<file path="config.mk">
export PLATFORM = sky130hd
export DESIGN_NAME = bbox_msg_reader
export DESIGN_NICKNAME = d
export VERILOG_FILES = /design/src/rtl/bbox_msg_reader.sv
export SDC_FILE = /design/constraint.sdc
export NUM_CORES = 1
export LEC_CHECK = 0
export CORE_MARGIN = 2
export CORE_UTILIZATION = 43
export DETAILED_ROUTE_END_ITERATION = 8
export HOLD_SLACK_MARGIN = 0.08
export PLACE_DENSITY = 0.76
export SYNTH_ARGS = -nofsm -noshare
export SYNTH_HDL_FRONTEND = slang
export SYNTH_SLANG_ARGS = --single-unit
</file>
<file path="constraint.sdc">
create_clock -name clk -period 2.55 [get_ports clk]
set_input_delay 0.765 -clock clk [delete_from_list [all_inputs] [get_ports clk]]
set_output_delay 0.765 -clock clk [all_outputs]
set_load 0.03 [all_outputs]
</file>
<file path="src/rtl/bbox_msg_reader.sv">
// rtl/bbox_msg_reader.sv - Avalon-MM master draining RBB bounding-box messages
//
// Ports:
//   clk, reset_n           clock, asynchronous active-low reset
//   enable                 run enable; sampled only in IDLE so a message is never split
//   m_chipselect           high with every m_read / m_write
//   m_address[2:0]         0 = status, 1 = message FIFO, 2 = device ID
//   m_read, m_write        single-cycle strobes, always separated by an idle cycle
//   m_writedata[31:0]      write data (32'h10 flushes the slave FIFO)
//   m_readdata[31:0]       slave read data, sampled READ_LATENCY cycles after m_read
//   bb_valid, bb_ready     decoded box handshake
//   bb_left/top/right/bottom[10:0]  box coordinates
//   bb_empty               box holds no red pixels (left > right)
//   dev_ok, dev_err        ID check passed / sticky ID mismatch
//   resync_count[7:0]      saturating count of discarded non-header words
module bbox_msg_reader #(
    parameter int          POLL_INTERVAL = 64,
    parameter int          READ_LATENCY  = 1,
    parameter logic [31:0] DEV_ID        = 32'h1234EEE2,
    parameter logic [31:0] MSG_ID        = 32'h00524242
) (
    input  logic        clk,
    input  logic        reset_n,
    input  logic        enable,
    output logic        m_chipselect,
    output logic [2:0]  m_address,
    output logic        m_read,
    output logic        m_write,
    output logic [31:0] m_writedata,
    input  logic [31:0] m_readdata,
    output logic        bb_valid,
    input  logic        bb_ready,
    output logic [10:0] bb_left,
    output logic [10:0] bb_top,
    output logic [10:0] bb_right,
    output logic [10:0] bb_bottom,
    output logic        bb_empty,
    output logic        dev_ok,
    output logic        dev_err,
    output logic [7:0]  resync_count
);

    typedef enum logic [3:0] {
        S_RST_ID,
        S_HALT,
        S_FLUSH,
        S_IDLE,
        S_POLL,
        S_BACKOFF,
        S_RD_HDR,
        S_RD_TL,
        S_RD_BR,
        S_PRESENT
    } state_t;

    localparam logic [2:0]  ADDR_STATUS = 3'd0;
    localparam logic [2:0]  ADDR_MSG    = 3'd1;
    localparam logic [2:0]  ADDR_ID     = 3'd2;
    localparam logic [15:0] RD_LAT      = 16'(READ_LATENCY);
    // BACKOFF plus the single IDLE cycle that follows it together make up
    // POLL_INTERVAL idle bus cycles between a poll's data sample and the next poll.
    localparam logic [15:0] BACKOFF_LAST = (POLL_INTERVAL > 1) ? 16'(POLL_INTERVAL - 2) : 16'd0;
    localparam bit          USE_BACKOFF  = (POLL_INTERVAL > 1);

    state_t      state;
    state_t      state_next;
    logic [15:0] cnt;
    logic        sample;

    assign m_chipselect = m_read | m_write;
    assign bb_valid     = (state == S_PRESENT);

    always_comb begin
        state_next  = state;
        m_read      = 1'b0;
        m_write     = 1'b0;
        m_address   = ADDR_STATUS;
        m_writedata = 32'h0;
        sample      = 1'b0;
        case (state)
            S_RST_ID: begin
                // One quiet cycle before the ID read guarantees strobes stay low
                // while reset is held and leaves a gap after a mid-transfer reset.
                m_address = ADDR_ID;
                m_read    = (cnt == 16'd1);
                sample    = (cnt == RD_LAT + 16'd1);
                if (sample) begin
                    state_next = (m_readdata == DEV_ID) ? S_FLUSH : S_HALT;
                end
            end
            S_HALT: begin
                state_next = S_HALT;
            end
            S_FLUSH: begin
                m_write     = 1'b1;
                m_writedata = 32'h10;
                state_next  = S_IDLE;
            end
            S_IDLE: begin
                if (enable) begin
                    state_next = S_POLL;
                end
            end
            S_POLL: begin
                m_read = (cnt == 16'd0);
                sample = (cnt == RD_LAT);
                if (sample) begin
                    if (m_readdata[15:8] >= 8'd3) begin
                        state_next = S_RD_HDR;
                    end else if (USE_BACKOFF) begin
                        state_next = S_BACKOFF;
                    end else begin
                        state_next = S_IDLE;
                    end
                end
            end
            S_BACKOFF: begin
                if (cnt >= BACKOFF_LAST) begin
                    state_next = S_IDLE;
                end
            end
            S_RD_HDR: begin
                m_address = ADDR_MSG;
                m_read    = (cnt == 16'd0);
                sample    = (cnt == RD_LAT);
                if (sample) begin
                    state_next = (m_readdata == MSG_ID) ? S_RD_TL : S_IDLE;
                end
            end
            S_RD_TL: begin
                m_address = ADDR_MSG;
                m_read    = (cnt == 16'd0);
                sample    = (cnt == RD_LAT);
                if (sample) begin
                    state_next = S_RD_BR;
                end
            end
            S_RD_BR: begin
                m_address = ADDR_MSG;
                m_read    = (cnt == 16'd0);
                sample    = (cnt == RD_LAT);
                if (sample) begin
                    state_next = S_PRESENT;
                end
            end
            S_PRESENT: begin
                if (bb_ready) begin
                    state_next = S_IDLE;
                end
            end
            default: begin
                state_next = S_RST_ID;
            end
        endcase
    end

    always_ff @(posedge clk or negedge reset_n) begin
        if (!reset_n) begin
            state        <= S_RST_ID;
            cnt          <= 16'd0;
            dev_ok       <= 1'b0;
            dev_err      <= 1'b0;
            resync_count <= 8'd0;
            bb_left      <= 11'd0;
            bb_top       <= 11'd0;
            bb_right     <= 11'd0;
            bb_bottom    <= 11'd0;
            bb_empty     <= 1'b0;
        end else begin
            state <= state_next;
            // Cycle counter within a state; saturates so long waits never re-trigger a strobe.
            if (state_next != state) begin
                cnt <= 16'd0;
            end else if (cnt != 16'hFFFF) begin
                cnt <= cnt + 16'd1;
            end
            if (sample) begin
                case (state)
                    S_RST_ID: begin
                        if (m_readdata == DEV_ID) begin
                            dev_ok <= 1'b1;
                        end else begin
                            dev_ok  <= 1'b0;
                            dev_err <= 1'b1;
                        end
                    end
                    S_RD_HDR: begin
                        if (m_readdata != MSG_ID && resync_count != 8'hFF) begin
                            resync_count <= resync_count + 8'd1;
                        end
                    end
                    S_RD_TL: begin
                        bb_left <= m_readdata[26:16];
                        bb_top  <= m_readdata[10:0];
                    end
                    S_RD_BR: begin
                        bb_right  <= m_readdata[26:16];
                        bb_bottom <= m_readdata[10:0];
                        bb_empty  <= (bb_left > m_readdata[26:16]);
                    end
                    default: begin
                    end
                endcase
            end
        end
    end

endmodule

</file>
**Word level (Yosys, flattened, before mapping)**

Cells that the tools add are included.

- Bits in registers: 75
- Input bits: 36
- Output and inout port bits: 94
- Logic and storage cells: 65

- Add/subtract/negate cells: 2
- $lt $le $gt $ge: 3
- Equal/unequal tests: 17
- Multiplexer cells: 20
- Bitwise gates (word level): 2
- Reductions and logical operators: 11

Operator list:

| operator | number |
|---|---|
| 4-bit case mux with 10 select lines | 1 |
| 32-bit by 23-bit == test with 1-bit output (second input constant) | 1 |
| 32-bit by 29-bit == test with 1-bit output (second input constant) | 1 |
| 16-bit 2-to-1 mux | 2 |
| 4-bit 2-to-1 mux | 8 |
| 32-bit by 23-bit inequality test with 1-bit output (second input constant) | 1 |
| 16-bit by 1-bit adder with 16-bit output (second input constant) | 1 |
| 16-bit by 1-bit == test with 1-bit output (second input constant) | 1 |
| 16-bit by 2-bit == test with 1-bit output (second input constant) | 1 |
| 4-bit by 3-bit == test with 1-bit output (second input constant) | 4 |
| 16-bit by 6-bit greater-or-equal comparator with 1-bit output (second input constant) | 1 |
| 16-bit zero test | 1 |
| 16-bit inequality test (second input constant) | 1 |
| 11-bit greater-than comparator | 1 |
| 8-bit by 1-bit adder with 8-bit output (second input constant) | 1 |
| 4-bit by 2-bit == test with 1-bit output (second input constant) | 2 |
| 4-bit == test (second input constant) | 2 |
| 8-bit by 2-bit greater-or-equal comparator with 1-bit output (second input constant) | 1 |
| 8-bit inequality test (second input constant) | 1 |
| 2-bit AND reduction | 3 |
| 3-bit AND reduction | 2 |
| 5-bit 2-to-1 mux | 1 |
| 4-bit by 1-bit == test with 1-bit output (second input constant) | 1 |
| 4-bit zero test | 1 |
| 12 further kinds | 15 |

**Logic depth before layout (Yosys ltp)**

Gate-level depths: netlist of the first run.

- Depth after elaboration: 6
- Depth in mapped cells: 9
- Mapped depth without buffers: 8

**Least setup slack after synthesis of the first run**

Ideal clock, no wire load.

- Path kind: reg2reg
- Start: register state[3]
- End: register cnt[0]
- Setup time: 0.129 ns
- Arrival: 2.879 ns
- Data required time: 2.421 ns
- Path slack: -0.458 ns
- Cell stages (with the launch flop): 8
- Buffers on the path: 1
- Period minus slack after synthesis: 3.008 ns
- Cell sequence: dfrtp_1 -> nor4_1 -> nand4_1 -> or4_4 -> and4b_4 -> o22ai_4 -> buf_12 -> nor3_2

- Longest elaborated chain between the ends: 4
- Elaborated cells between the ends (all ways): 22
- Those cells by class: eq/ne (10); mux (10); reduce/logical (2)

RTL lines:

| what | RTL line | source |
|---|---|---|
| start, declared | 65 | `state_t state;` |
| start signal, assigned | 170 | `state <= state_next;` |
| 4-bit == test, or another cell as far along | 80 | `case (state)` |
| 4-bit case mux with 10 select lines | 80 |  |
| 4-bit inequality test (*) | 172 | `if (state_next != state) begin` |
| 16-bit 2-to-1 mux or 2-bit nonzero test (tied branches) | n/a |  |
| end signal, assigned | 175 | `cnt <= cnt + 16'd1;` |
| end, declared | 67 | `logic [15:0] cnt;` |

Every way passes the cells marked *; elsewhere a longest branch is shown, timed or not.
A chain may end at the register's enable or synchronous reset.

**Final worst setup path of the first run**

- Start: input m_readdata[22]
- End: register cnt[9]

- Longest elaborated chain between the ends: 6
- Elaborated cells between the ends (all ways): 10
- Those cells by class: eq/ne (3); mux (6); reduce/logical (1)

RTL lines:

| what | RTL line | source |
|---|---|---|
| start, declared | 30 | `input logic [31:0] m_readdata,` |
| 32-bit by 29-bit == test with 1-bit output or 32-bit by 23-bit == test with 1-bit output (tied branches) | 88, 127 |  |
| 2-bit 2-to-1 mux or 3-bit 2-to-1 mux (tied branches) | 88, 127 |  |
| 4-bit 2-to-1 mux (on tied branches) | 87, 126 |  |
| 4-bit case mux with 10 select lines (*) | 80 |  |
| 4-bit inequality test (*) | 172 |  |
| 16-bit 2-to-1 mux or 2-bit nonzero test (tied branches) | n/a |  |

Marked as above.

==> impl_metrics.env, run 1 <==
export IMPL_clock_sinks=75
export IMPL_yosys_area_top_type="dfrtp_1"
export IMPL_cts_root_buf="clkbuf_8"
export IMPL_min_period_ns=2.591
export IMPL_grt_usage=0.2162
export IMPL_switchingPower_mw=2.632
export IMPL_p_int_mw=3.355
export IMPL_clockBufferDepth=2
export IMPL_p_sw_frac=0.4397
export IMPL_core_area_um2=9774
export IMPL_clock_fmax_ghz=0.3859
export IMPL_synth_edff_count=0
export IMPL_rsz0062_at_grt="yes"
export IMPL_area_growth_pct=45.82
export IMPL_cts_tree="yes"
export IMPL_drt_iter0_markers=161
export IMPL_postLayoutCellArea_um2=6315
export IMPL_ys_ff_latch=75
export IMPL_hp_class="in2async"
export IMPL_synthTopCellsByCount="dfrtp_1 (75), buf_4 (36), nand2_1 (34), o21ai_0 (30), mux2_2 (25)"
export IMPL_clk_pin_slew_worst_paths_ns=0.09
export IMPL_grt_pass1_wl_um=18950
export IMPL_row_count=36
export IMPL_cts_buffers=9
export IMPL_skew_ns=0.01463
export IMPL_die_h_um=104.4
export IMPL_max_slew_worst_pin_slew_ns=0.5309
export IMPL_vias=3854
export IMPL_power_mw=5.987
export IMPL_fin_ws_ns=-0.04120
export IMPL_min_period_over_period=1.016
export IMPL_yosysTopAreaCellShare=0.4334
export IMPL_dp_final_hpwl_um=8295
export IMPL_remaining_drc_errors=0
export IMPL_synthFlopType="dfrtp_1"
export IMPL_maxSlewHeadroom=0.6447
export IMPL_final_core_util=0.6461
export IMPL_diodes=0
export IMPL_seq_area_frac_synth=0.4334
export IMPL_fp_dieW_um=104.4
export IMPL_port_buffers=97
export IMPL_clk_latency_ns=0.35
export IMPL_gp_congestion=0.9076
export IMPL_cp_data_arrival_time_ns=2.86
export IMPL_yosys_warnings=0
export IMPL_firstDrtPassIters=5
export IMPL_required_ns=2.82
export IMPL_critPathKind="in2reg"
export IMPL_clkPwrFrac=0.137
export IMPL_antenna_found_initial=0
export IMPL_drive_above_1_share=0.3444
export IMPL_die_area_um2=10890
export IMPL_vdd_drop_max_mv=0.5571
export IMPL_crit_path_start="m_readdata[22]"
export IMPL_cts_hold_buf=0
export IMPL_initial_core_util=0.4430
export IMPL_comb_power_share=0.572
export IMPL_finalNonFillerCells=737
export IMPL_status="finished with violations"
export IMPL_synth_cell_area_um2=4330
export IMPL_postSynth_asyncResetShare=1.000
export IMPL_io_pins=130
export IMPL_r2r_start="cnt[9]"
export IMPL_p_seq_frac=0.292
export IMPL_overflow=0
export IMPL_hold_violations=0
export IMPL_dp_cells=695
export IMPL_synth_cells=426
export IMPL_drv_cap=0
export IMPL_setup_violations=17
export IMPL_p_leak_nw=2.902
export IMPL_vias_per_cell=5.229
export IMPL_power_density_nw_per_um2=948.1
export IMPL_slew_viol_final=0
export IMPL_grt_max_degree=76
export IMPL_synthTopCellsByArea="dfrtp_1 (43%), mux2_2 (6.5%), buf_4 (6.2%), ha_1 (4.6%), o21ai_0 (3.5%)"
export IMPL_nNetsFinal=651
export IMPL_critPathMaxFanout=16
export IMPL_yosysMostFrequentCell="dfrtp_1"
export IMPL_dpl_instance_area_um2=5738
export IMPL_violations="negative setup slack"
export IMPL_antenna_left=0
export IMPL_fillers=745
export IMPL_grt_pass1_vias=3777
export IMPL_htree_levels=3
export IMPL_yosysUniqueCellTypes=60
export IMPL_start_kind="input pin"
export IMPL_syn_area_per_cell_um2=10.17
export IMPL_cp_end_kind="flip-flop"
export IMPL_routed_wl_um=11970
export IMPL_wl_per_cell_um=16.24
==> area by class of cell <==
type	count	area [um^2]	share of cell area
Sequential cell	75	1884	0.2984
Multi-Input combinational cell	314	2447	0.3876
Inverter	19	71.32	0.01129
Clock inverter	5	38.79	0.006142
Tap cell	133	166.4	0.02635
Timing Repair Buffer	180	1575	0.2495
Clock buffer	11	131.4	0.02080
==> power by group through the flow <==
stage                     Clock [mW]  Combinational, mW  Sequential [mW]
final                          0.818               3.42             1.75
after floorplan                    0               1.32             2.26
after global routing           0.889               3.62             1.79
after CTS                      0.843               3.28             1.73
after global placement             0               2.95             1.75
after detailed placement           0               2.99             1.77
==> repair_timing <==
action,CTS,global route
buffers inserted,16,9
hold endpoints to repair,0,0
pin swaps,25,24
resized for setup,77,49
endpoints found under the setup margin,27,23
gates cloned,1,0
==> logic make-up (layout without fill, tap and decap cells) <==
kind of cell             count (synthesis)  in the layout  share of synthesized area
AO/OA/AOI/OAI                           61             61                    0.09130
multiplexers                            30             30                    0.07657
AND/OR/NAND/NOR                        157            157                     0.2207
adder cells (fa/ha/maj)                 16             16                    0.04623
other                                    1             32                  0.0008660
buffers and inverters                   68            215                    0.09448
flip-flops                              75             75                     0.4334
XOR/XNOR                                18             18                    0.03641
==> per-stage QoR <==
| stage | setup WS (ns) | TNS, ns | hold WS [ns] |
|---|---|---|---|
| finish | -0.04120 | -0.3022 | 0.4124 |
| global route | -0.1352 | -1.769 | 0.4333 |
| CTS | -0.08021 | -1.110 | 0.4471 |
| detailed placement | -0.6900 | -16.42 | 0.4666 |
| global placement | -0.7443 | -17.45 | 0.4616 |
| floorplan | -0.04944 | -0.4874 | 0.4694 |
==> state kept, by name, summed over array words and instances (netlist names) <==
register      cells
cnt              16
bb_bottom        11
bb_left          11
bb_right         11
bb_top           11
resync_count      8
state             4
bb_empty          1
dev_err           1
dev_ok            1
==> worst max-delay path, stage by stage <==
cell and delay, ns:
buf_6 0.09, nand4b_1 0.24, buf_4 0.19, buf_4 0.12, buf_4 0.12, buf_4 0.12, buf_4 0.13, nor4_4 0.25
a311oi_2 0.16, nor2_1 0.19, o21ai_2 0.11, buf_12 0.18, nor3_1 0.19
==> path summary, 6_finish.rpt <==
kind                                endpoint  slack [ns]  depth (start not counted)
worst max-delay path                  cnt[9]       -0.04                         13
worst min-delay path            bb_bottom[7]        0.41                          2
worst max register to register       cnt[12]        0.05                         10
worst min register to register       dev_err        0.47                          1
max in group asynchronous           state[3]        1.74                          2
min in group clk                     dev_err        0.47                          1
==> layout by cell type (no fill, tap or decap), types with 3 or more instances in the layout <==
cell              n
a21oi_1           6
and2_1            6
and3_1            3
and4_1            3
buf_12            3
buf_2             5
buf_4            85
clkbuf_2          8
clkbuf_8          9
clkdlybuf4s15_1   5
clkdlybuf4s50_1  57
conb_1           32
dfrtp_1          69
dfrtp_2           6
dlygate4sd2_1     8
dlymetal6s2s_1    5
ha_1             14
inv_1            16
inv_2             3
mux2_2           25
mux2i_1           5
nand2_1          34
nand2b_1          3
nand3_1          16
nand3b_1          3
nand4_1          14
nor2_1           14
nor2b_1           4
nor3_2           13
nor3_4            4
nor4_1            3
nor4_4            6
nor4b_4           3
o21ai_0          29
or2_2             3
or4_4             3
xnor2_1           4
xor2_1           14
==> metal layers <==
layer	GRT usage	vias to the layer above	wire length (um)
li1	-	1810	-
met1	0.2707	1868	5004
met2	0.3707	148	6017
met3	0.04135	28	630
met4	0.07819	0	317
met5	0	-	0
No activity file was read; power rests on OpenSTA's default activity.
==> run 2, diff against run 1 <==
CORE_MARGIN = not set   (was 2)
SKIP_LAST_GASP = 1   (was not set)
==> run 2 against run 1 <==
The run still ends with negative setup slack left. Design area down 0.30%. Highest routed layer unchanged. Clock power grew 22%. Fmax grew 0.40%. Flip-flop and latch count unchanged. Combinational power down 2%. Setup slack better by 0.010 ns. Critical path type is now reg2out. Non-clock buffer count fell by 8.
==> impl_metrics.env, run 2 (synthesis results as in run 1) <==
export IMPL_status="finished with violations"
export IMPL_violations="negative setup slack"
export IMPL_min_period_over_period=1.012
export IMPL_clock_fmax_ghz=0.3875
export IMPL_cts_buffers=9
export IMPL_p_leak_nw=2.916
export IMPL_vias=3785
export IMPL_diodes=0
export IMPL_vias_per_cell=5.192
export IMPL_cp_end_kind="output pin"
export IMPL_regMostFlops="cnt"
export IMPL_drt_iter0_markers=173
export IMPL_grt_pass1_vias=3688
export IMPL_core_area_um2=9774
export IMPL_rr_worst_depth=8
export IMPL_htree_levels=3
export IMPL_required_ns=1.79
export IMPL_initial_core_util=0.4430
export IMPL_cts_tree="yes"
export IMPL_io_pins=130
export IMPL_power_density_nw_per_um2=969.2
export IMPL_critPathKind="reg2out"
export IMPL_min_period_ns=2.581
export IMPL_postLayoutCellArea_um2=6296
export IMPL_critPathMaxFanout=6
export IMPL_firstDrtPassIters=5
export IMPL_critical_path_buf_inv_count=2
export IMPL_slowest_stage="dfrtp_2"
export IMPL_slew_viol_final=0
export IMPL_grt_usage=0.2328
export IMPL_p_sw_frac=0.4322
export IMPL_grt_pass1_wl_um=18490
export IMPL_p_seq_frac=0.285
export IMPL_pre_cts_ws_ns=-0.7386
export IMPL_max_slew_worst_pin_slew_ns=0.6493
export IMPL_remaining_drc_errors=0
export IMPL_dp_final_hpwl_um=8167
export IMPL_cp_depth=8
export IMPL_wl_per_cell_um=15.81
export IMPL_dpl_instance_area_um2=5766
export IMPL_row_count=36
export IMPL_vdd_drop_max_mv=0.6678
export IMPL_clockBufferDepth=2
export IMPL_grt_max_degree=35
export IMPL_die_h_um=102.4
export IMPL_cts_root_buf="clkbuf_8"
export IMPL_skew_ns=0.01557
export IMPL_nNetsFinal=643
export IMPL_die_area_um2=10480
export IMPL_fp_dieW_um=102.4
export IMPL_drive_above_1_share=0.3221
export IMPL_rsz0062_at_grt="yes"
export IMPL_largest_register_ff_count=16
export IMPL_final_common_cell="buf_4"
export IMPL_start_kind="flip-flop"
export IMPL_maxSlewHeadroom=0.5671
export IMPL_overflow=0
export IMPL_antenna_left=0
export IMPL_mostFrequentLayoutCells="buf_4 (74), dfrtp_1 (71), clkdlybuf4s50_1 (58)"
export IMPL_clock_sinks=75
export IMPL_worst_path_most_repeated_cell="a21oi_1"
export IMPL_path_delay_family="flip-flops"
export IMPL_power_mw=6.102
export IMPL_drv_cap=0
export IMPL_area_growth_pct=45.39
export IMPL_switchingPower_mw=2.637
export IMPL_fin_tns_setup_ns=-0.06271
export IMPL_gp_congestion=0.9429
export IMPL_fin_ws_ns=-0.03090
export IMPL_hold_violations=0
export IMPL_max_stage_delay_ns=0.46
export IMPL_cp_cell_sequence="buf_4 > nor3b_4 > o21ai_1 > a21oi_1 > a21oi_1 > nor2_2 > or2_4 > buf_6"
export IMPL_comb_power_share=0.551
export IMPL_clkPwrFrac=0.164
export IMPL_port_buffers=97
export IMPL_cp_data_arrival_time_ns=1.82
export IMPL_p_int_mw=3.465
export IMPL_setup_violations=4
export IMPL_clk_pin_slew_worst_paths_ns=0.10
export IMPL_antenna_found_initial=0
export IMPL_hp_class="in2async"
export IMPL_routed_wl_um=11530
export IMPL_clk_latency_ns=0.36
run 2: cell type report:
class                      instances  area (um^2)
inverter                          19        71.32
fill                             803         3478
multi-input combinational        314         2417
clock inverter                     7        92.59
sequential                        75         1882
timing repair buffer             172         1543
tap                              133        166.4
clock buffer                       9        123.9
run 2: worst paths after layout:
| check | start | to | slack (ns) |
|---|---|---|---|
| worst max-delay path | state[2] | m_chipselect | -0.03 |
| worst min-delay path | reset_n | bb_bottom[6] | 0.41 |
| worst max register to register | state[3] | cnt[12] | 0.07 |
| worst min register to register | dev_err | dev_err | 0.47 |
| max in group asynchronous | reset_n | state[1] | 1.54 |
| min in group clk | dev_err | dev_err | 0.47 |
run 2: routing by layer:
layer	vias up	part of all wire	global-route usage
met5	-	0	0
met4	0	0.021	0.08791
met3	19	0.050	0.03899
met2	146	0.49	0.3836
met1	1824	0.44	0.3077
li1	1796	-	-
run 2: per-stage QoR:
| stage | hold WS, ns | utilization | cells |
|---|---|---|---|
| after CTS | 0.4219 | 0.6303 | 721 |
| after global placement | 0.4532 | 0.5899 | 697 |
| after detailed placement | 0.4585 | 0.5899 | 697 |
| after floorplan | 0.4694 | - | 457 |
| final | 0.4128 | 0.6441 | 729 |
| after global routing | 0.4484 | 0.6441 | 729 |
run 2: what timing repair did:
item                                    4_1_cts  5_1_grt
gates cloned                                  1        0
pin swaps                                    22       20
resized for setup                            71       42
buffers inserted                              8        8
endpoints found under the setup margin       26       24
hold buffers                                  0        0
run 2: power by group through the flow:
stage / clock [mW] / combinational, mW / sequential [mW]
6_report: 1.00 / 3.36 / 1.74
4_1_cts: 1.02 / 3.20 / 1.73
3_5_place_dp: 0 / 2.96 / 1.76
2_1_floorplan: 0 / 1.32 / 2.26
3_3_place_gp: 0 / 2.93 / 1.75
5_1_grt: 1.07 / 3.58 / 1.78
